===== src/rtl/epb_ctrl_pkg.sv =====
// Shared types and helpers for the EPB slave controller.
package epb_ctrl_pkg;

    typedef enum logic [2:0] {
        IDLE,
        REQ,
        WAIT,
        DONE,
        RELEASE
    } epb_state_t;

    localparam logic [15:0] TIMEOUT_DATA = 16'hDEAD;

    function automatic int idx_width(input int n);
        int w;
        w = 1;
        for (int i = 1; i < 4; i++) begin
            if ((1 << i) < n) w = i + 1;
        end
        return w;
    endfunction

endpackage


===== src/rtl/epb_sync2.sv =====
// Two-flop synchronizer for the pad chip-select; resets to the idle level.
module epb_sync2 (
    input  logic clk,
    input  logic rst,
    input  logic d,
    output logic q
);

    logic s1_q;
    logic s2_q;

    always_ff @(posedge clk) begin
        if (rst) begin
            s1_q <= 1'b1;
            s2_q <= 1'b1;
        end else begin
            s1_q <= d;
            s2_q <= s1_q;
        end
    end

    assign q = s2_q;

endmodule


===== src/rtl/epb_slave_ctrl.sv =====
// EPB to request/acknowledge slave bus sequencer.
// Optional wait-state timeout: EPB_SLAVE_CTRL_TIMEOUT_EN.
module epb_slave_ctrl
    import epb_ctrl_pkg::*;
#(
    parameter int NUM_SLAVES     = 4,
    parameter int TIMEOUT_CYCLES = 255
) (
    input  logic                     epb_clk,
    input  logic                     epb_rst,
    input  logic                     epb_cs_n,
    input  logic                     epb_oe_n,
    input  logic                     epb_r_w_n,
    input  logic [1:0]               epb_be_n,
    input  logic [22:0]              epb_addr,
    input  logic [15:0]              epb_data_in_i,
    output logic [15:0]              epb_data_out_o,
    output logic                     epb_data_oe_n_o,
    output logic                     epb_rdy_o,
    output logic                     epb_rdy_oe_o,
    output logic [NUM_SLAVES-1:0]    sl_req_o,
    output logic                     sl_rnw_o,
    output logic [22:0]              sl_addr_o,
    output logic [1:0]               sl_be_o,
    output logic [15:0]              sl_wdata_o,
    input  logic [16*NUM_SLAVES-1:0] sl_rdata_i,
    input  logic [NUM_SLAVES-1:0]    sl_ack_i,
    output logic                     err_o
);

    localparam int IW = idx_width(NUM_SLAVES);

    epb_state_t      state_q;
    epb_state_t      state_d;
    logic            cs_sync;
    logic            armed_q;
    logic [IW-1:0]   idx_q;
    logic            rnw_q;
    logic [22:0]     addr_q;
    logic [1:0]      be_q;
    logic [15:0]     wdata_q;
    logic [15:0]     rdata_q;
    logic            latch;
    logic            cap;
    logic            ack_sel;
    logic            to_hit;
    logic            to_fire;

    wire unused_ok = ^{epb_oe_n, 16'(TIMEOUT_CYCLES)};

    epb_sync2 u_cs_sync (
        .clk (epb_clk),
        .rst (epb_rst),
        .d   (epb_cs_n),
        .q   (cs_sync)
    );

    assign ack_sel = sl_ack_i[idx_q];
    assign to_fire = (state_q == WAIT) && !ack_sel && to_hit;

    always_comb begin
        state_d = state_q;
        latch   = 1'b0;
        cap     = 1'b0;
        unique case (state_q)
            IDLE: begin
                if (!cs_sync && armed_q) begin
                    latch   = 1'b1;
                    state_d = REQ;
                end
            end
            REQ: state_d = WAIT;
            WAIT: begin
                // abort wins over a coincident ack
                if (cs_sync) begin
                    state_d = RELEASE;
                end else if (ack_sel) begin
                    cap     = 1'b1;
                    state_d = DONE;
                end else if (to_fire) begin
                    state_d = DONE;
                end
            end
            DONE: begin
                if (cs_sync) state_d = RELEASE;
            end
            RELEASE: state_d = IDLE;
            default: state_d = IDLE;
        endcase
    end

    always_ff @(posedge epb_clk) begin
        if (epb_rst) begin
            state_q <= IDLE;
            armed_q <= 1'b1;
            idx_q   <= '0;
            rnw_q   <= 1'b1;
            addr_q  <= '0;
            be_q    <= '0;
            wdata_q <= '0;
            rdata_q <= '0;
        end else begin
            state_q <= state_d;
            // a held-low cs_n must rise before the next transaction
            if (cs_sync) begin
                armed_q <= 1'b1;
            end else if (latch) begin
                armed_q <= 1'b0;
            end
            if (latch) begin
                idx_q   <= epb_addr[22 -: IW];
                rnw_q   <= epb_r_w_n;
                addr_q  <= epb_addr;
                be_q    <= ~epb_be_n;
                wdata_q <= epb_data_in_i;
            end
            if (cap && rnw_q) begin
                rdata_q <= sl_rdata_i[{idx_q, 4'b0000} +: 16];
            end else if (to_fire) begin
                rdata_q <= TIMEOUT_DATA;
            end
        end
    end

`ifdef EPB_SLAVE_CTRL_TIMEOUT_EN
    logic [15:0] cnt_q;
    logic        err_q;

    always_ff @(posedge epb_clk) begin
        if (epb_rst) begin
            cnt_q <= '0;
            err_q <= 1'b0;
        end else begin
            if (state_q == WAIT) begin
                cnt_q <= cnt_q + 16'd1;
            end else begin
                cnt_q <= '0;
            end
            if (to_fire) err_q <= 1'b1;
        end
    end

    assign to_hit = (cnt_q == 16'(TIMEOUT_CYCLES - 1));
    assign err_o  = err_q;
`else
    assign to_hit = 1'b0;
    assign err_o  = 1'b0;
`endif

    assign epb_rdy_o       = (state_q == DONE);
    assign epb_rdy_oe_o    = (state_q == DONE) || (state_q == RELEASE);
    assign epb_data_oe_n_o = !((state_q == DONE) && rnw_q);
    assign epb_data_out_o  = ((state_q == DONE) && rnw_q) ? rdata_q : '0;

    assign sl_req_o   = (state_q == REQ) ?
                        ({{(NUM_SLAVES-1){1'b0}}, 1'b1} << idx_q) : '0;
    assign sl_rnw_o   = rnw_q;
    assign sl_addr_o  = addr_q;
    assign sl_be_o    = be_q;
    assign sl_wdata_o = wdata_q;

endmodule


===== config.mk =====
export PLATFORM = sky130hd
export DESIGN_NAME = epb_slave_ctrl
export DESIGN_NICKNAME = d
export VERILOG_FILES = /design/src/rtl/epb_ctrl_pkg.sv /design/src/rtl/epb_sync2.sv /design/src/rtl/epb_slave_ctrl.sv
export SDC_FILE = /design/constraint.sdc
export NUM_CORES = 1
export LEC_CHECK = 0
export CORE_ASPECT_RATIO = 1.2
export CORE_MARGIN = 2
export CORE_UTILIZATION = 35
export DETAILED_ROUTE_END_ITERATION = 16
export GPL_ROUTABILITY_DRIVEN = 0
export PLACE_DENSITY = 0.72
export REMOVE_ABC_BUFFERS = 1
export SYNTH_ARGS = -nofsm -noshare
export SYNTH_HDL_FRONTEND = slang
export SYNTH_HIERARCHICAL = 1
export SYNTH_SLANG_ARGS = --single-unit

===== constraint.sdc =====
create_clock -name epb_clk -period 2.1 [get_ports epb_clk]
set_input_delay 0.21 -clock epb_clk [delete_from_list [all_inputs] [get_ports epb_clk]]
set_output_delay 0.21 -clock epb_clk [all_outputs]
set_load 0.005 [all_outputs]

==> results.md, run 1 <==
- Status: finished, final reports clean
- Clock insertion delay at the later pin of the skew report: 0.34 ns
- Slew at the pin closest to its max-slew limit: just over 0.8 ns
- Power per cell area: roughly 540 nW/µm²
- Launch instance of the worst register-to-register path: idx_q[0]$_SDFFE_PP0P_
- Slowest-stage cell, CP: sky130_fd_sc_hd__clkdlybuf4s50_1
- Sort of element at the start of the critical path: flop
- Cell types with the largest area share after synthesis: sky130_fd_sc_hd__dfxtp_1 41%, sky130_fd_sc_hd__mux4_2 12%, sky130_fd_sc_hd__nand2b_1 6.7%, sky130_fd_sc_hd__a21oi_1 6.6%, sky130_fd_sc_hd__o21ai_1 6.6%
- Design area: 5210 µm²
- Total routed wirelength: 10,200 µm
- Final antenna-violating net count: 0
- Met1 Routed Length: 4190 µm
- Xor/xnor cell area share of the yosys netlist: 0
- Worst Setup EP: epb_data_out_o[9]
- # DRC: 0
- # H-tree levels: 3
- Biggest fanout along the worst timing path: 17
- Unrepaired setup endpoints after global routing: false
- Worst vdd rail ir drop: 0.473 mV
- Die extent in x: 89.9 µm
- Post-synthesis to final-layout area growth: 68.4%
- CTS Hold Bufs: 0
- Area of the mapped netlist: approximately 3100 µm²
- Worst setup path category: flop to output pin
- Number of pins exceeding their max-slew limit in the final report: 0
- Initial DRC count: 203
- Clock tree from TritonCTS: built
- Largest area contributor in the synthesized netlist: sky130_fd_sc_hd__dfxtp_1
- Final net count: between 600 and 700
- Ratio of final minimum period to clock period: 0.950
- Post-route minimum period: 2.00 ns
- Total negative slack for setup checks: 0 ns
- Total of max-cap violations: 0
- Worst-case headroom to the max-slew limit: 0.460
- Type of the worst min-delay path: input pin to flop
- Total number of placement rows: 37
- Cell depth of the worst min-delay path: 2
- Clk_skew: 0.00818 ns
- Global Route Usage Sum: 0.212
- Number of warning messages in the yosys log: 6
- Largest net degree at the start of global routing: 41
- CTS buffer count: 9
- First-pass GRT wire length: between 15,000 and 20,000 µm
- Critical register-to-register path endpoint: rdata_q[11]$_SDFFE_PP0P_
- Share of cell area taken by muxes after synthesis: 0.175
- Crit end category: output pin
- Worst hold margin: 0.370 ns
- Cells along the critical path: nand2b_4 -> nor2_1 -> buf_6 -> and2_1 -> clkdlybuf4s50_1
- Die height: 107 µm
- Required time of the critical path: about 1.9 ns
- Dominant combinational cell family by area after synthesis: simple AND/OR/NAND/NOR gates
- Share of the synthesized area in compound gates (AO/OA/AOI/OAI): 0.146
- Starting density of the core: 0.361
- Clock Root Buffer: sky130_fd_sc_hd__clkbuf_8
- Adder and majority gate portion of the synthesized area: 0
- PortBufs: 177
- Number of vias after detailed routing: roughly 3,200
- Placed Area: 5010 µm²
- Fraction of the yosys area taken by sequential cells: 0.414
- Leakage: 1.89 nW
- Length of the first detailed-routing pass in iterations: 4
- Post-synthesis area per instance: 9.32 µm²
- Synth Register Bits: 64
- Routed len/inst: around 16 µm
- Routed length on met2: 4820 µm
- Count of boundary I/O pins: between 150 and 200
- Floorplan core area: 8560 µm²
- Commonest cells after routing, fill and taps aside: 176 x sky130_fd_sc_hd__clkdlybuf4s50_1, 62 x sky130_fd_sc_hd__dfxtp_1, 41 x sky130_fd_sc_hd__o21ai_1, 41 x sky130_fd_sc_hd__a21oi_1, 40 x sky130_fd_sc_hd__nand3_1
- Via count of the first global-routing pass: 3,132
- Number of cells on the worst reg-to-reg path: 5
- Total length of routed met3 wires: 910 µm
- Leading cell type in the layout, fill and taps excluded: sky130_fd_sc_hd__clkdlybuf4s50_1
- Total count of hold-check failures in the final report: 0
- Layout cell share with drive strength beyond 1: 0.112
- Critical path data arrival time: between 1.5 and 2 ns
- Worst setup path start: state_q[0]$_SDFFE_PP0P_
- CTS Sinks: 64
- Die area: roughly 9600 µm²
- Portion of synthesized cell area occupied by the leading cell type: 0.414
- Max clock buf depth: 2
- Reg-to-reg slack, setup: approximately 0.32 ns
- Setup violation total in the final timing report: 0
- Number of antenna violations at the first check in global routing: 0
- Number of diodes: 0
- Synthesized instance count: ~330
- Half-perimeter wire length after placement: 7720 µm
- Post-Synth Simple-Gate Area: 0.209
- Buffer count from post-CTS setup fixing: 0
- Worst path max stage delay: 0.51 ns
- Distinct cells, synth: 33
- Highest routing layer actually used: met4
- Remaining global-route overflow: 0
- Vias per cell: roughly 5
- CTS resizes: 3
- CTS clk-pin slew, worst paths: 0.07 ns
- Max Clock Freq: 501 MHz
Yosys cell counts, drive strengths merged:
master / number
and2: 16
mux2i: 16
dfxtp: 64
nand3b: 1
or2: 3
mux4: 17
a21o: 1
nand3: 40
a2111oi: 1
nand4bb: 1
nor3: 1
nand2b: 33
o31ai: 1
buf: 17
nor3b: 1
nor4b: 3
conb: 1
a311oi: 2
o21ai: 41
nor4: 1
nand2: 3
nor2: 6
clkbuf: 17
nor4bb: 1
or3b: 1
a21oi: 41
inv: 2
final cells by class:
class | instances | area (µm²)
fill | 751 | 3350
sequential | 64 | 1290
multi-input combinational | 232 | 1670
tap | 117 | 146
clock buffer | 11 | 141
clock inverter | 4 | 45.0
timing repair buffer | 195 | 1920
inverter | 2 | 7.51
flip-flops by register name, indices dropped and copies added (netlist names):
signal          cells
armed_q             1
idx_q               2
rdata_q            16
sl_addr_o          21
sl_be_o             2
sl_rnw_o            1
sl_wdata_o         16
state_q             3
u_cs_sync/q         1
u_cs_sync/s1_q      1
critical path, delay by kind of cell, from the launching register on:
family,cells,cell delay [ns]
buffers and inverters,2,0.68
DFF,1,0.40
and+or+nand+nor,3,0.37
worst min-delay path by stage:
stage,startpoint,endpoint,slack [ns]
floorplan,epb_rst,idx_q[0]$_SDFFE_PP0P_,0.28
global placement,u_cs_sync/s1_q$_SDFF_PP1_,u_cs_sync/q$_SDFF_PP1_,0.39
detailed placement,u_cs_sync/s1_q$_SDFF_PP1_,u_cs_sync/q$_SDFF_PP1_,0.40
CTS,epb_rst,sl_addr_o[19]$_SDFFE_PP0P_,0.35
global route,epb_addr[6],sl_addr_o[6]$_SDFFE_PP0P_,0.43
finish,epb_rst,sl_addr_o[19]$_SDFFE_PP0P_,0.37
cell families after synthesis:
group / Yosys count
compound gates: 87
buf+inv: 36
flops: 64
mux: 33
other cells: 1
simple gates: 111
report_power, final:
group          leakage, nW  internal (mW)  switching [mW]
sequential           0.520           1.25          0.0198
combinational         1.27          0.335           0.187
clock               0.0989          0.568           0.452
metal layers:
metal,GRT usage,vias to the layer above
met3,0.0731,18
li1,-,1530
met2,0.357,143
met4,0.103,0
met1,0.242,1467
met5,0,-
stage by stage:
step	util	power, mW	worst slack [ns]	cells
after global routing	0.609	2.95	0.00150	625
final	0.609	2.81	0.105	625
after CTS	0.608	2.85	0.0105	625
after detailed placement	0.585	1.82	0.208	610
after floorplan	-	1.45	-0.495	298
after global placement	0.585	1.81	0.245	610
Note: power is estimated with default switching activity, not from simulation.
==> run 2, diff against run 1 <==
ABC_AREA = 1   (was unset)
PLACE_DENSITY = 0.71   (was 0.72)
==> results.md, run 2 <==
- Status: finished, final reports clean
- Portion of synthesized cell area occupied by the leading cell type: 0.395
- Biggest fanout along the worst timing path: 9
- Largest net degree at the start of global routing: 59
- Post-placement cell count: 762
- CTS clk-pin slew, worst paths: 0.06 ns
- Slew at the pin closest to its max-slew limit: 0.618 ns
- CTS Hold Bufs: 0
- PortBufs: 177
- Number of flops mapped to enable cells by yosys: 0
- First-pass GRT wire length: around 16,000 µm
- Post-synthesis area per instance: between 6 and 7 µm²
- Clock network power share: 0.329
- Worst path max stage delay: 0.52 ns
- Type of the worst min-delay path: flop to flop
- Clock tree from TritonCTS: built
- # DRC: 0
- Number of pins exceeding their max-slew limit in the final report: 0
- # H-tree levels: 3
- Routed len/inst: roughly 13 µm
- Max Clock Freq: 503 MHz
- Length of the first detailed-routing pass in iterations: 4
- Launch instance of the worst register-to-register path: idx_q[0]$_SDFFE_PP0P_
- Switching power total: about 1.2 mW
- Die height: about 110 µm
- Slowest-stage cell, CP: sky130_fd_sc_hd__clkdlybuf4s50_1
- Worst setup path start: state_q[2]$_SDFFE_PP0P_
- Floorplan core area: ~9000 µm²
- Post-synth ARST share: 0
- Area of the mapped netlist: 3250 µm²
- Commonest cells after routing, fill and taps aside: 176 x sky130_fd_sc_hd__clkdlybuf4s50_1, 132 x sky130_fd_sc_hd__nor2_1, 83 x sky130_fd_sc_hd__nand2_1
- Reg-to-reg slack, setup: 0.38 ns
- Critical path data arrival time: 1.78 ns
- Clock insertion delay at the later pin of the skew report: 0.34 ns
- Number of antenna violations at the first check in global routing: 0
- Setup violation total in the final timing report: 0
- Switching power share of the total: 0.298
- Largest register FFs: 21
- Sort of element at the start of the critical path: flop
- Leakage: roughly 2.1 nW
- Leading cell type in the layout, fill and taps excluded: sky130_fd_sc_hd__clkdlybuf4s50_1
- Fraction of the yosys area taken by sequential cells: 0.395
- Synth Register Bits: between 60 and 70
- Combinational share of power: 0.303
- Vias per cell: about 4.7
- Max clock buf depth: 2
- Layout Cells excl Fill: 780
- Min setup slack post-route: 0.112 ns
- Half-perimeter wire length after placement: 7360 µm
- Remaining global-route overflow: 0
- CTS Sinks: 64
- Power per cell area: 739 nW/µm²
- Worst vdd rail ir drop: 0.564 mV
- Total routed wirelength: 10,500 µm
- Final net count: between 700 and 800
- Post-place setup slack: 0.221 ns
- Crit end category: output pin
- Ratio of final minimum period to clock period: 0.947
- Total negative slack for setup checks: 0 ns
- Post-synthesis to final-layout area growth: 63.8%
- Count of boundary I/O pins: 180
- Power Internal: 2.76 mW
- Design area: 5320 µm²
- Worst setup path category: flop to output pin
- Required time of the critical path: 1.89 ns
- Clock Root Buffer: sky130_fd_sc_hd__clkbuf_8
- Worst Setup EP: epb_data_out_o[11]
- Worst hold margin: roughly 0.42 ns
- Number of cells on the worst reg-to-reg path: 8
- Final antenna-violating net count: 0
- Clk_skew: between 0.007 and 0.008 ns
- Starting density of the core: 0.359
- Total count of hold-check failures in the final report: 0
- Die area: between 10,000 and 15,000 µm²
- Via count of the first global-routing pass: about 3,500
- Unrepaired setup endpoints after global routing: true
- Die extent in x: just over 90 µm
- Total number of placement rows: 38
- Cell types with the largest area share after synthesis: sky130_fd_sc_hd__dfxtp_1 39%, sky130_fd_sc_hd__nor2_1 15%, sky130_fd_sc_hd__nand2_1 9.6%, sky130_fd_sc_hd__nand3_1 9.4%, sky130_fd_sc_hd__o21ai_0 6.2%
- Critical register-to-register path endpoint: rdata_q[15]$_SDFFE_PP0P_
- Initial DRC count: 163
- Sequential cell fraction of total power: 0.367
- Cell depth of the worst min-delay path: 2
- CTS buffer count: 9
- Distinct cells, synth: 23
- Number of inserted filler cells in the final layout: 894
- Placed Area: 5030 µm²
- Total of max-cap violations: 0
- Number of vias after detailed routing: 3,695
- Synthesized instance count: 491
- Worst-case headroom to the max-slew limit: 0.587
- Number of warning messages in the yosys log: 6
- Post-route minimum period: 1.99 ns
- Layout cell share with drive strength beyond 1: 0.0773
- Most frequent cell after synthesis: sky130_fd_sc_hd__nor2_1
- Global Route Usage Sum: 0.206
- Cells along the critical path: inv_1 -> nand3_4 -> inv_4 -> nand2_4 -> nor2_1 -> clkdlybuf4s50_1
- Number of diodes: 0
- Synth Flop Type: sky130_fd_sc_hd__dfxtp_1
- Largest area contributor in the synthesized netlist: sky130_fd_sc_hd__dfxtp_1
- Most frequent cells after synthesis: 133 x sky130_fd_sc_hd__nor2_1, 83 x sky130_fd_sc_hd__nand2_1, 64 x sky130_fd_sc_hd__dfxtp_1
==> run 2: what timing repair did <==
item | CTS | global route
gates resized for setup | 3 | 7
endpoints found under the setup margin | 17 | 17
buffers inserted | 0 | 1
gates cloned | 0 | 1
pin swaps | 0 | 1
==> run 2: worst max-delay path: cells and delay by family (launching register included) <==
family                 cells  cell delay, ns
DFF                        1            0.35
buffers and inverters      3            0.75
and+or+nand+nor            3            0.35
==> run 2: how the worst min path moves through the flow <==
stage / start / end / slack [ns]
floorplan: epb_rst / state_q[2]$_SDFFE_PP0P_ / 0.28
finish: u_cs_sync/s1_q$_SDFF_PP1_ / u_cs_sync/q$_SDFF_PP1_ / 0.42
global route: epb_cs_n / u_cs_sync/s1_q$_SDFF_PP1_ / 0.43
CTS: epb_cs_n / u_cs_sync/s1_q$_SDFF_PP1_ / 0.42
global placement: u_cs_sync/s1_q$_SDFF_PP1_ / u_cs_sync/q$_SDFF_PP1_ / 0.40
detailed placement: u_cs_sync/s1_q$_SDFF_PP1_ / u_cs_sync/q$_SDFF_PP1_ / 0.41
==> run 2: cells by family (layout without fill, tap and decap cells) <==
logic type	Yosys count	in the layout	share of synthesized area
flip-flops	64	64	0.395
other	1	1	0.00115
AND/OR/NAND/NOR	299	300	0.400
AO/OA/AOI/OAI	61	61	0.0960
buffers and inverters	66	234	0.108
==> run 2: power groups by stage <==
stage / clock [mW] / sequential [mW] / combinational (mW)
after global routing: 1.39 / 1.46 / 1.33
after floorplan: 0 / 1.48 / 0.521
final: 1.29 / 1.44 / 1.19
after detailed placement: 0 / 1.45 / 1.18
after global placement: 0 / 1.44 / 1.15
after CTS: 1.33 / 1.43 / 1.18
==> run 2: stage by stage <==
| stage | util | power, mW |
|---|---|---|
| floorplan | - | 2.00 |
| global placement | 0.557 | 2.60 |
| detailed placement | 0.557 | 2.63 |
| CTS | 0.584 | 3.95 |
| global route | 0.589 | 4.17 |
| finish | 0.589 | 3.93 |
==> run 2: cell type report <==
cell class | count | area [µm²] | area share
inverters | 31 | 119 | 0.0223
multi-input cells | 362 | 1650 | 0.310
repair buffers | 187 | 1870 | 0.352
clock buffers | 11 | 141 | 0.0266
well taps | 120 | 150 | 0.0282
flip-flops and latches | 64 | 1280 | 0.241
clock inverters | 5 | 104 | 0.0195
==> run 2: routing by layer <==
layer | global-route usage | up-vias | wire, µm
met1 | 0.214 | 1648 | 4090
met5 | 0 | - | 0
met2 | 0.368 | 150 | 5060
met3 | 0.107 | 11 | 1230
met4 | 0.0522 | 0 | 82
li1 | - | 1886 | -
